==> src/rtl/if_id_skid_reg.sv <==
// Fetch-to-decode pipeline register with a 2-entry skid buffer and synchronous flush.
// Optional stall/flush performance counters are enabled by defining IF_ID_PERF_EN.
module if_id_skid_reg #(
  parameter int unsigned         INSTRUCTION = 32,
  parameter int unsigned         ADDRESS     = 32,
  parameter logic [INSTRUCTION-1:0] NOP_INSTR = 32'h00000013
) (
  input  logic                   clk,
  input  logic                   rst,
  input  logic                   in_valid,
  output logic                   in_ready,
  input  logic [INSTRUCTION-1:0] in_instruction,
  input  logic [ADDRESS-1:0]     in_pc,
  input  logic                   flush,
  output logic                   out_valid,
  input  logic                   out_ready,
  output logic [INSTRUCTION-1:0] out_instruction,
  output logic [ADDRESS-1:0]     out_pc,
  output logic [ADDRESS-1:0]     out_pc_plus4,
  output logic [31:0]            stall_cnt,
  output logic [31:0]            flush_cnt
);

  logic                   main_v_q, main_v_d;
  logic [INSTRUCTION-1:0] main_instr_q, main_instr_d;
  logic [ADDRESS-1:0]     main_pc_q, main_pc_d;
  logic [ADDRESS-1:0]     main_pc4_q, main_pc4_d;
  logic                   skid_v_q, skid_v_d;
  logic [INSTRUCTION-1:0] skid_instr_q, skid_instr_d;
  logic [ADDRESS-1:0]     skid_pc_q, skid_pc_d;
  logic                   in_ready_q, in_ready_d;
  logic                   accept;
  logic                   pop;

  assign accept = in_valid && in_ready_q;
  assign pop    = main_v_q && out_ready;

  // Main always holds NOP_INSTR while empty, so out_instruction needs no output mux.
  always_comb begin
    main_v_d     = main_v_q;
    main_instr_d = main_instr_q;
    main_pc_d    = main_pc_q;
    skid_v_d     = skid_v_q;
    skid_instr_d = skid_instr_q;
    skid_pc_d    = skid_pc_q;
    if (flush) begin
      main_v_d     = 1'b0;
      skid_v_d     = 1'b0;
      main_instr_d = NOP_INSTR;
    end else if (!main_v_q || pop) begin
      if (skid_v_q) begin
        main_v_d     = 1'b1;
        main_instr_d = skid_instr_q;
        main_pc_d    = skid_pc_q;
        skid_v_d     = accept;
        if (accept) begin
          skid_instr_d = in_instruction;
          skid_pc_d    = in_pc;
        end
      end else if (accept) begin
        main_v_d     = 1'b1;
        main_instr_d = in_instruction;
        main_pc_d    = in_pc;
      end else begin
        main_v_d     = 1'b0;
        main_instr_d = NOP_INSTR;
      end
    end else if (accept) begin
      skid_v_d     = 1'b1;
      skid_instr_d = in_instruction;
      skid_pc_d    = in_pc;
    end
    main_pc4_d = main_pc_d + ADDRESS'(4);
    in_ready_d = !skid_v_d;
  end

  always_ff @(posedge clk) begin
    if (!rst) begin
      main_v_q     <= 1'b0;
      main_instr_q <= NOP_INSTR;
      main_pc_q    <= '0;
      main_pc4_q   <= ADDRESS'(4);
      skid_v_q     <= 1'b0;
      skid_instr_q <= NOP_INSTR;
      skid_pc_q    <= '0;
      in_ready_q   <= 1'b0;
    end else begin
      main_v_q     <= main_v_d;
      main_instr_q <= main_instr_d;
      main_pc_q    <= main_pc_d;
      main_pc4_q   <= main_pc4_d;
      skid_v_q     <= skid_v_d;
      skid_instr_q <= skid_instr_d;
      skid_pc_q    <= skid_pc_d;
      in_ready_q   <= in_ready_d;
    end
  end

  assign in_ready        = in_ready_q;
  assign out_valid       = main_v_q;
  assign out_instruction = main_instr_q;
  assign out_pc          = main_pc_q;
  assign out_pc_plus4    = main_pc4_q;

`ifdef IF_ID_PERF_EN
  logic [31:0] stall_cnt_q, stall_cnt_d;
  logic [31:0] flush_cnt_q, flush_cnt_d;

  // Both counters saturate rather than wrap.
  always_comb begin
    stall_cnt_d = stall_cnt_q;
    flush_cnt_d = flush_cnt_q;
    if (main_v_q && !out_ready && stall_cnt_q != 32'hFFFFFFFF)
      stall_cnt_d = stall_cnt_q + 32'd1;
    if (flush && (main_v_q || skid_v_q) && flush_cnt_q != 32'hFFFFFFFF)
      flush_cnt_d = flush_cnt_q + 32'd1;
  end

  always_ff @(posedge clk) begin
    if (!rst) begin
      stall_cnt_q <= '0;
      flush_cnt_q <= '0;
    end else begin
      stall_cnt_q <= stall_cnt_d;
      flush_cnt_q <= flush_cnt_d;
    end
  end

  assign stall_cnt = stall_cnt_q;
  assign flush_cnt = flush_cnt_q;
`else
  assign stall_cnt = 32'd0;
  assign flush_cnt = 32'd0;
`endif

endmodule
==> config.mk <==
export PLATFORM = sky130hd
export DESIGN_NAME = if_id_skid_reg
export DESIGN_NICKNAME = d
export VERILOG_FILES = /design/src/rtl/if_id_skid_reg.sv
export SDC_FILE = /design/constraint.sdc
export NUM_CORES = 1
export LEC_CHECK = 0
export ABC_AREA = 1
export BUFFER_PORTS_ARGS = -buffer_cell sky130_fd_sc_hd__buf_2
export CORE_MARGIN = 3
export CORE_UTILIZATION = 47
export DETAILED_ROUTE_END_ITERATION = 7
export PLACE_DENSITY_LB_ADDON = 0.2
export SLEW_MARGIN = 20
export SYNTH_ARGS = -nofsm -noshare
export SYNTH_HDL_FRONTEND = slang
export SYNTH_SLANG_ARGS = --single-unit
==> constraint.sdc <==
create_clock -name clk -period 1.92 [get_ports clk]
set_clock_uncertainty 0.05 [all_clocks]
set_input_delay 0.096 -clock clk [delete_from_list [all_inputs] [get_ports clk]]
set_output_delay 0.096 -clock clk [all_outputs]
set_load 0.02 [all_outputs]
==> impl_metrics.yaml, run 1 <==
outcome:
  status: "complete, but fails checks"
  violations: "setup timing"
place:
  gp_congestion: 0.950
  io_buffers: 166
  dp_slack_ns: -0.179
  dp.final_hpwl_um: 18000
clock_tree:
  numClockSinks: 161
  cts_max_path_buffers: 2
  cts_tree: "done"
  cts_buffers: 17
  clkTransAtPathRegs_ns: 0.07
  cts.htree.levels: 4
  insertion_delay_ns: 0.44
  cts_root_buf: "clkbuf_16"
synth:
  synth_xor_area_share_pct: 0.109
  synthTopCellsByArea: "dfxtp_1 (40%), nand2_1 (16%), nor2_1 (12%)"
  synth_cell_type_count: 33
  syn_area_per_cell_um2: 6.51
  synth_top_area_share_pct: 40.0
  ys_ff_latch: 161
  yosysSeqAreaShare_pct: 40.0
  yosysMostFrequentCell: "nand2_1"
  synth_edf_count: 0
  synth_top_family_by_area: "simple AND/OR/NAND/NOR gates"
  synthCells: 1239
  yosys.area.top_type: "dfxtp_1"
  synthFlopType: "dfxtp_1"
  synthTopCellsByCount: "nand2_1 (341), nor2_1 (249), dfxtp_1 (161), o21ai_0 (90), inv_1 (74)"
  synth_compound_area_share_pct: 12.1
  yosys_warnings: 0
  async_flop_share_pct: 0
  synth-simple-area-share_pct: 34.2
  synth_mux_area_share_pct: 0
  synth_adder_area_share_pct: 0.155
  synth_area_mm2: 0.00806
pwr:
  power.switching_mw: 2.42
  clkPwrFrac_pct: 41.7
  seqPwrFrac_pct: 42.3
  p_comb_share_pct: 16.0
  netSwitchingFraction_pct: 29.5
  ir_drop_mv: 0.690
  p_int_mw: 5.79
  powerDensity_mw_per_mm2: 694
  p_leak_nw: 5.50
detailed_routing:
  wl_per_cell_um: 15.3
  ant_nets: 0
  via_per_inst: 5.08
  dr.pass1.iters: 5
  wirelength_um: 27400
  num_vias: 9097
  drc: 0
  drt_iter0_drc: 579
die:
  io_pins: 231
  coreArea_mm2: 0.0167
  initial_core_util_pct: 48.3
  die_h_um: 137
  die_area_mm2: 0.0188
  fp.dieW_um: 137
  fp-row-count: 47
worst_hold_path:
  min_path_type: "in2reg"
  hp-start: "flush"
  hold_depth: 4
setup_path:
  reg2reg_slack_ns: -0.16
  timing.rr.start: "skid_v_q$_SDFF_PN0_"
  endpoint: "out_pc_plus4[22]$_SDFF_PN0_"
  worstPathArrival_ns: 2.35
  crit_type: "reg2reg"
  critPathLaunchType: "flop"
  worst_r2r_path_depth: 13
  r2r-end: "out_pc_plus4[22]$_SDFF_PN0_"
  path_max_fanout: 6
  crit_path_start: "skid_v_q$_SDFF_PN0_"
  crit_path_end_kind: "flop"
  cp_data_required_time_ns: 2.19
grt:
  grt_max_degree: 69
  grt_pass1_wl_um: 41500
  grt_pass1_vias: 8488
  grt_usage_pct: 28.1
  antenna_found_initial: 1
  grt_overflow: 0
run:
  cap_violations: 0
cells_and_area:
  drive_gt1_share_pct: 31.1
  final_nets: 1628
  fin_util_pct: 70.8
  syn2layout_area_growth_pct: 46.7
timing:
  worstMarginPinSlew_ns: 0.589
  maxSlewViolCount: 0
  max_freq_ghz: 0.481
  finalWorstSetupSlack_ns: -0.157
  hold_violations: 0
  finalSetupViolations: 24
  period_minus_slack_ns: 2.08
  fin_crit_sh_pct: 108
  rsz0062_at_grt: "true"
  max_slew_margin_pct: 60.8
==> worst min-delay path by stage <==
stage	end	slack, ns
after detailed placement	skid_instr_q[21]$_SDFFE_PN0P_	0.29
final	in_ready$_SDFF_PN0_	0.08
after global routing	out_instruction[28]$_SDFFE_PP0N_	0.11
after global placement	skid_pc_q[26]$_SDFFE_PN0P_	0.29
after CTS	in_ready$_SDFF_PN0_	0.05
after floorplan	skid_pc_q[11]$_SDFFE_PN0P_	0.18
==> routing by layer <==
layer	wire, µm	track usage [%]	share of wire, %	vias up
met2	13800	49.8	50	370
met1	10700	32.9	39	4214
met4	1040	12.0	3.8	2
met3	1860	5.48	6.8	69
li1	-	-	-	4442
met5	7	0	0.026	-
==> cells in the final DEF (no fill, tap or decap), types with 7 or more instances in the layout <==
master / count
dfxtp_1: 158
buf_6: 13
nand2_1: 275
a21oi_1: 38
nand2_4: 17
nor2_4: 31
buf_12: 8
conb_1: 64
inv_8: 7
a31oi_1: 33
nand3_1: 61
nor2_2: 21
nand2_2: 51
nand4_1: 10
buf_2: 167
nor2_1: 207
o21ai_0: 86
inv_1: 70
clkbuf_16: 19
buf_4: 107
dlygate4sd3_1: 65
==> worst max-delay path, stage by stage (launching register included) <==
cell and delay, ns:
dfxtp_4 0.40, inv_8 0.06, nand2_8 0.09, nand3_4 0.16, buf_12 0.19, nand2_2 0.08, nand2_4 0.09, nor2_4 0.15
buf_6 0.16, nand3_4 0.09, nor2_4 0.19, nand3_2 0.10, nor2_2 0.11, a21oi_2 0.04
==> metrics by stage <==
stage	cell area [µm²]	cells	TNS, ns	hold WS (ns)	total power, mW
4_1_cts	11400	1782	-3.17	0.0513	8.17
5_1_grt	11800	1791	-4.62	0.111	8.49
3_3_place_gp	9560	1663	-1.43	0.289	4.58
6_report	11800	1792	-2.06	0.0785	8.21
3_5_place_dp	9560	1663	-2.89	0.291	4.58
2_1_floorplan	8330	1302	-0.0742	0.181	4.24
==> state kept, by name, indices dropped and copies added (netlist names) <==
name and count:
out_instruction 32, in_ready 1, out_pc_plus4 30, skid_v_q 1, out_valid 1, skid_pc_q 32
skid_instr_q 32, out_pc 32
==> power groups by stage <==
stage,sequential [mW],clock (mW),combinational [mW]
after floorplan,3.64,0,0.599
after global placement,3.55,0,1.03
after detailed placement,3.55,0,1.03
after CTS,3.47,3.47,1.23
after global routing,3.48,3.59,1.42
final,3.48,3.42,1.31
==> cells by family (layout without fill, tap and decap cells) <==
kind of cell | count (synthesis) | after routing
AOI/OAI and AO/OA | 179 | 179
xor gates and xnor gates | 1 | 1
adders and majority gates | 1 | 1
buffers and inverters | 210 | 479
DFF | 161 | 161
other | 1 | 65
and+or+nand+nor | 686 | 686
==> repair_timing <==
item / CTS / global route
gates cloned: 5 / 2
hold buffers: 65 / 0
gates resized for setup: 112 / 93
endpoints found under the setup margin: 80 / 91
buffers inserted: 17 / 10
endpoints found under the hold margin: 97 / 0
pin swaps: 33 / 53
==> final cells by class <==
class,count,area [µm²]
fill,1337,4880
multi-input combinational,931,4620
sequential,161,3230
timing repair buffer,368,2790
clock buffer,17,425
inverter,79,315
tap,220,275
clock inverter,15,163
antenna,1,2.50
No activity file was read; power rests on OpenSTA's default activity.
==> inputs of run 2 (changes only) <==
--- a/config.mk
+++ b/config.mk
@@ -8,9 +8,11 @@
 export ABC_AREA = 1
 export BUFFER_PORTS_ARGS = -buffer_cell sky130_fd_sc_hd__buf_2
 export CORE_MARGIN = 3
-export CORE_UTILIZATION = 47
+export CORE_UTILIZATION = 49
+export CTS_BUF_LIST = sky130_fd_sc_hd__clkbuf_4 sky130_fd_sc_hd__clkbuf_8
 export DETAILED_ROUTE_END_ITERATION = 7
 export PLACE_DENSITY_LB_ADDON = 0.2
+export RECOVER_POWER = 100
 export SLEW_MARGIN = 20
 export SYNTH_ARGS = -nofsm -noshare
 export SYNTH_HDL_FRONTEND = slang
==> impl_metrics.yaml, run 2 (same netlist as run 1, synthesis figures left out) <==
outcome:
  status: "complete, but fails checks"
  violations: "setup timing"
detailed_routing:
  ant_nets: 0
  dr.pass1.iters: 5
  num_vias: 9058
  wl_per_cell_um: 15.0
  drc: 0
  via_per_inst: 5.02
  wirelength_um: 27000
  drt_iter0_drc: 613
worst_hold_path:
  min_path_type: "in2reg"
  hp-start: "rst"
  min_to: "out_instruction[28]$_SDFFE_PP0N_"
  hold_depth: 5
cells_and_area:
  final_nets: 1644
  layout_commonest_cell: "nand2_1"
  fin_util_pct: 73.6
  final_cell_mix: "nand2_1 (270), nor2_1 (200), dfxtp_1 (158)"
  antenna_cells: 0
  syn2layout_area_growth_pct: 46.1
  fin_cells: 1803
  drive_gt1_share_pct: 27.2
  fillCellCount: 1303
pwr:
  p_leak_nw: 5.20
  powerDensity_mw_per_mm2: 624
  ir_drop_mv: 0.463
clock_tree:
  cts_root_buf: "clkbuf_8"
  cts_max_path_buffers: 2
  clkTransAtPathRegs_ns: 0.10
  cts_tree: "done"
  insertion_delay_ns: 0.47
  cts.htree.levels: 4
  cts_buffers: 17
  numClockSinks: 161
grt:
  grt_overflow: 0
  grt_max_degree: 69
  grt_pass1_wl_um: 41700
  antenna_found_initial: 1
  grt_usage_pct: 28.9
  grt_pass1_vias: 8573
setup_path:
  critPathLaunchType: "flop"
  crit_path_end_kind: "flop"
  path_max_fanout: 5
  cp_data_required_time_ns: 2.23
  worst_r2r_path_depth: 14
  reg2reg_slack_ns: -0.15
  r2r-end: "out_pc_plus4[22]$_SDFF_PN0_"
  crit_type: "reg2reg"
  timing.rr.start: "skid_v_q$_SDFF_PN0_"
  worstPathArrival_ns: 2.38
timing:
  finalWorstSetupSlack_ns: -0.149
  rsz0062_at_grt: "true"
  max_slew_margin_pct: 59.7
  period_minus_slack_ns: 2.07
  hold_violations: 0
  fin_crit_sh_pct: 108
  maxSlewViolCount: 0
  max_freq_ghz: 0.483
  worstMarginPinSlew_ns: 0.605
  finalSetupViolations: 22
place:
  dp.cells: 1661
  gp_congestion: 0.935
  dp.final_hpwl_um: 17600
  io_buffers: 166
die:
  fp-row-count: 46
  initial_core_util_pct: 50.4
  die_h_um: 134
  coreArea_mm2: 0.0160
  io_pins: 231
  fp.dieW_um: 134
  die_area_mm2: 0.0180
run:
  cap_violations: 0
run 2: worst max-delay path by stage:
stage                                   start                           to  cells after the start
after floorplan           in_ready$_SDFF_PN0_  out_pc_plus4[22]$_SDFF_PN0_                     14
after CTS                 skid_v_q$_SDFF_PN0_  out_pc_plus4[24]$_SDFF_PN0_                     15
after detailed placement  skid_v_q$_SDFF_PN0_  out_pc_plus4[13]$_SDFF_PN0_                     14
after global routing      skid_v_q$_SDFF_PN0_  out_pc_plus4[22]$_SDFF_PN0_                     14
after global placement    skid_v_q$_SDFF_PN0_  out_pc_plus4[16]$_SDFF_PN0_                     16
final                     skid_v_q$_SDFF_PN0_  out_pc_plus4[22]$_SDFF_PN0_                     14
run 2: where the power goes:
part	switching, mW	internal, mW
clock network	1.44	1.15
registers	0.0542	3.42
logic	0.787	0.502
run 2: metal layers:
| metal | global-route usage (%) | wire [µm] | up-vias |
|---|---|---|---|
| li1 | - | - | 4476 |
| met1 | 32.5 | 10400 | 4176 |
| met2 | 52.3 | 14000 | 338 |
| met3 | 7.01 | 1800 | 66 |
| met4 | 11.6 | 845 | 2 |
| met5 | 0 | 13 | - |
run 2: per-stage QoR:
step | setup WS, ns | total power, mW | hold WS, ns | area (µm²) | TNS (ns)
2_1_floorplan | -0.0333 | 4.24 | 0.181 | 8330 | -0.0742
3_3_place_gp | -0.166 | 4.59 | 0.287 | 9610 | -4.77
3_5_place_dp | -0.222 | 4.59 | 0.292 | 9610 | -9.19
4_1_cts | -0.109 | 7.29 | 0.0182 | 11300 | -0.554
5_1_grt | -0.273 | 7.62 | 0.0361 | 11800 | -4.45
6_report | -0.149 | 7.35 | 0.0306 | 11800 | -1.59
run 2: cell type report:
| type | count | area [µm²] | area share [%] |
|---|---|---|---|
| Clock buffer | 19 | 262 | 2.22 |
| Clock inverter | 13 | 141 | 1.20 |
| Inverter | 79 | 319 | 2.71 |
| Multi-Input combinational cell | 931 | 4670 | 39.7 |
| Sequential cell | 161 | 3230 | 27.5 |
| Tap cell | 216 | 270 | 2.29 |
| Timing Repair Buffer | 384 | 2880 | 24.4 |
run 2: worst max-delay path, cell delays in order (launching register included):
cell and delay (ns):
dfxtp_4 0.42, inv_8 0.05, nand2_8 0.09, inv_6 0.03, nor2_4 0.15, nand2_2 0.10
nand2_4 0.08, ha_4 0.14, inv_4 0.04, nor2_4 0.18, nand3_2 0.15, nor2_4 0.21
nand3_2 0.11, nor2_2 0.12, a21oi_2 0.03
run 2: timing repair:
item                                    in CTS  in global routing
buffers inserted                            23                 19
gates resized for setup                    109                128
endpoints found under the hold margin       98                  0
pin swaps                                   52                 55
hold buffers                                65                  0
endpoints found under the setup margin      89                 68
cloned                                       4                  2
==> inputs of run 3 (changes only) <==
--- a/config.mk
+++ b/config.mk
@@ -13,6 +13,7 @@
 export DETAILED_ROUTE_END_ITERATION = 7
 export PLACE_DENSITY_LB_ADDON = 0.2
 export RECOVER_POWER = 100
+export SETUP_SLACK_MARGIN = 0.15
 export SLEW_MARGIN = 20
 export SYNTH_ARGS = -nofsm -noshare
 export SYNTH_HDL_FRONTEND = slang
==> impl_metrics.yaml, run 3 (same netlist as run 1, synthesis figures left out) <==
detailed_routing:
  dr.pass1.iters: 5
  drt_iter0_drc: 575
  via_per_inst: 4.97
  drc: 0
  wl_per_cell_um: 14.5
  num_vias: 8864
  wirelength_um: 25800
  ant_nets: 0
timing:
  max_freq_ghz: 0.488
  hold_violations: 0
  period_minus_slack_ns: 2.05
  fin_crit_sh_pct: 107
  finalSetupViolations: 17
  rsz0062_at_grt: "true"
  maxSlewViolCount: 0
  finalWorstSetupSlack_ns: -0.129
  worstMarginPinSlew_ns: 0.607
  max_slew_margin_pct: 59.6
clock_tree:
  insertion_delay_ns: 0.47
  cts_root_buf: "clkbuf_8"
  cts_max_path_buffers: 2
  cts_buffers: 17
  cts_tree: "done"
  cts.htree.levels: 4
  numClockSinks: 161
  clkTransAtPathRegs_ns: 0.10
grt:
  use_met2_pct: 48.7
  grt_pass1_wl_um: 40600
  grt_overflow: 0
  grt_usage_pct: 27.9
  grt.busiest_layer: "met2"
  grt_pass1_vias: 8312
  grt_max_degree: 69
  met1_usage_pct: 33.5
  antenna_found_initial: 0
  grt_util_met3_pct: 6.30
worst_hold_path:
  min_path_type: "in2reg"
  hp-start: "flush"
place:
  dp.final_hpwl_um: 17900
  io_buffers: 166
  gp_congestion: 0.966
  place_area_mm2: 0.00972
setup_path:
  path_cells: "inv_8 -> nand2_8 -> nand3_4 -> buf_12 -> nand2_1 -> nand2_1 -> nor2_4 -> buf_4 -> nand3_2 -> nor2_4 -> nand3_2 -> nor2_1 -> a21oi_1"
  timing.rr.start: "skid_v_q$_SDFF_PN0_"
  crit_path_start: "skid_v_q$_SDFF_PN0_"
  critPathLaunchType: "flop"
  crit_type: "reg2reg"
  slowest_stage: "dfxtp_4"
  cp_data_required_time_ns: 2.22
  path_max_fanout: 30
  crit_path_end_kind: "flop"
  worstPathArrival_ns: 2.35
  slowest_delay_ns: 0.41
cells_and_area:
  drive_gt1_share_pct: 23.1
  syn2layout_area_growth_pct: 39.1
  final_cell_mix: "nand2_1 (302), nor2_1 (216), dfxtp_1 (158)"
  final_cell_area_mm2: 0.0112
  antenna_cells: 0
  regArea_mm2: 0.00323
  multiInputGateArea_mm2: 0.00440
  layout_commonest_cell: "nand2_1"
  final_nets: 1624
  fillCellCount: 1412
pwr:
  p_leak_nw: 4.98
  powerDensity_mw_per_mm2: 655
  ir_drop_mv: 0.559
  finalPower_mw: 7.35
outcome:
  status: "complete, but fails checks"
  violations: "setup timing"
die:
  fp-row-count: 46
  coreArea_mm2: 0.0160
  io_pins: 231
  die_area_mm2: 0.0180
  die_h_um: 134
  initial_core_util_pct: 50.4
  fp.dieW_um: 134
run:
  cap_violations: 0
[run 3: changes by cell type in the layout (fill, tap and decap cells not counted), moves of 3 or more]
cell      change
a21oi_2       -5
buf_2         +5
a21oi_1       +5
buf_6         -6
o21ai_0       +3
nand2_4       -7
buf_16        -3
nand2_1      +32
clkbuf_1      -5
nor2_4       -14
nand2_2      -24
buf_4         -7
nor2_1       +16
[run 3: final timing paths]
path	slack, ns	cells past startpoint	endpoint
hold reg to reg	0.41	2	skid_pc_q[23]$_SDFFE_PN0P_
hold / removal	0.05	3	out_valid$_SDFFE_PP0N_
setup reg to reg	-0.13	13	out_pc_plus4[22]$_SDFF_PN0_
setup / recovery	-0.13	13	out_pc_plus4[22]$_SDFF_PN0_
[run 3: final cells by class]
cell class	count	area share, %
multi-input combinational	931	39.2
sequential	161	28.8
timing repair buffer	364	23.0
inverter	79	2.78
tap	216	2.41
clock buffer	18	2.15
clock inverter	14	1.54
[run 3: where the power goes]
group | switching [mW] | total [mW] | internal [mW] | leakage (nW)
clock network | 1.43 | 2.64 | 1.22 | 0.209
registers | 0.0534 | 3.47 | 3.42 | 1.31
logic | 0.754 | 1.23 | 0.480 | 3.46
total | 2.23 | 7.35 | 5.12 | 4.98
[run 3: stage by stage]
stage          setup TNS, ns  hold slack (ns)  setup slack (ns)  utilization, %  std cells
2_1_floorplan        -0.0541            0.181           -0.0331               -       1302
3_3_place_gp           -1.48            0.287            -0.170            60.8       1675
3_5_place_dp           -1.98            0.289            -0.167            60.8       1675
4_1_cts               -0.985           0.0166            -0.105            69.0       1780
5_1_grt                -3.76           0.0506            -0.272            70.1       1783
6_report              -0.987           0.0471            -0.129            70.1       1783
[run 3: per-layer routing]
metal	wire length [µm]	vias up	part of all wire [%]
li1	-	4431	-
met1	10300	4039	40
met2	12800	331	50
met3	1800	63	7.0
met4	892	0	3.5
met5	0	-	0
[run 3: critical path: cells and delay by family (launching register included)]
kind / cells / cell delay, ns
compound gates: 1 / 0.04
buf+inv: 3 / 0.40
flops: 1 / 0.41
simple gates: 9 / 1.02
[run 3: repair_timing]
item                                    4_1_cts  5_1_grt
buffers inserted                              8        3
hold buffers                                 65        0
pin swaps                                    21       25
resized for setup                            62       80
endpoints found under the hold margin       100        0
cloned                                        0        0
endpoints found under the setup margin       28       82
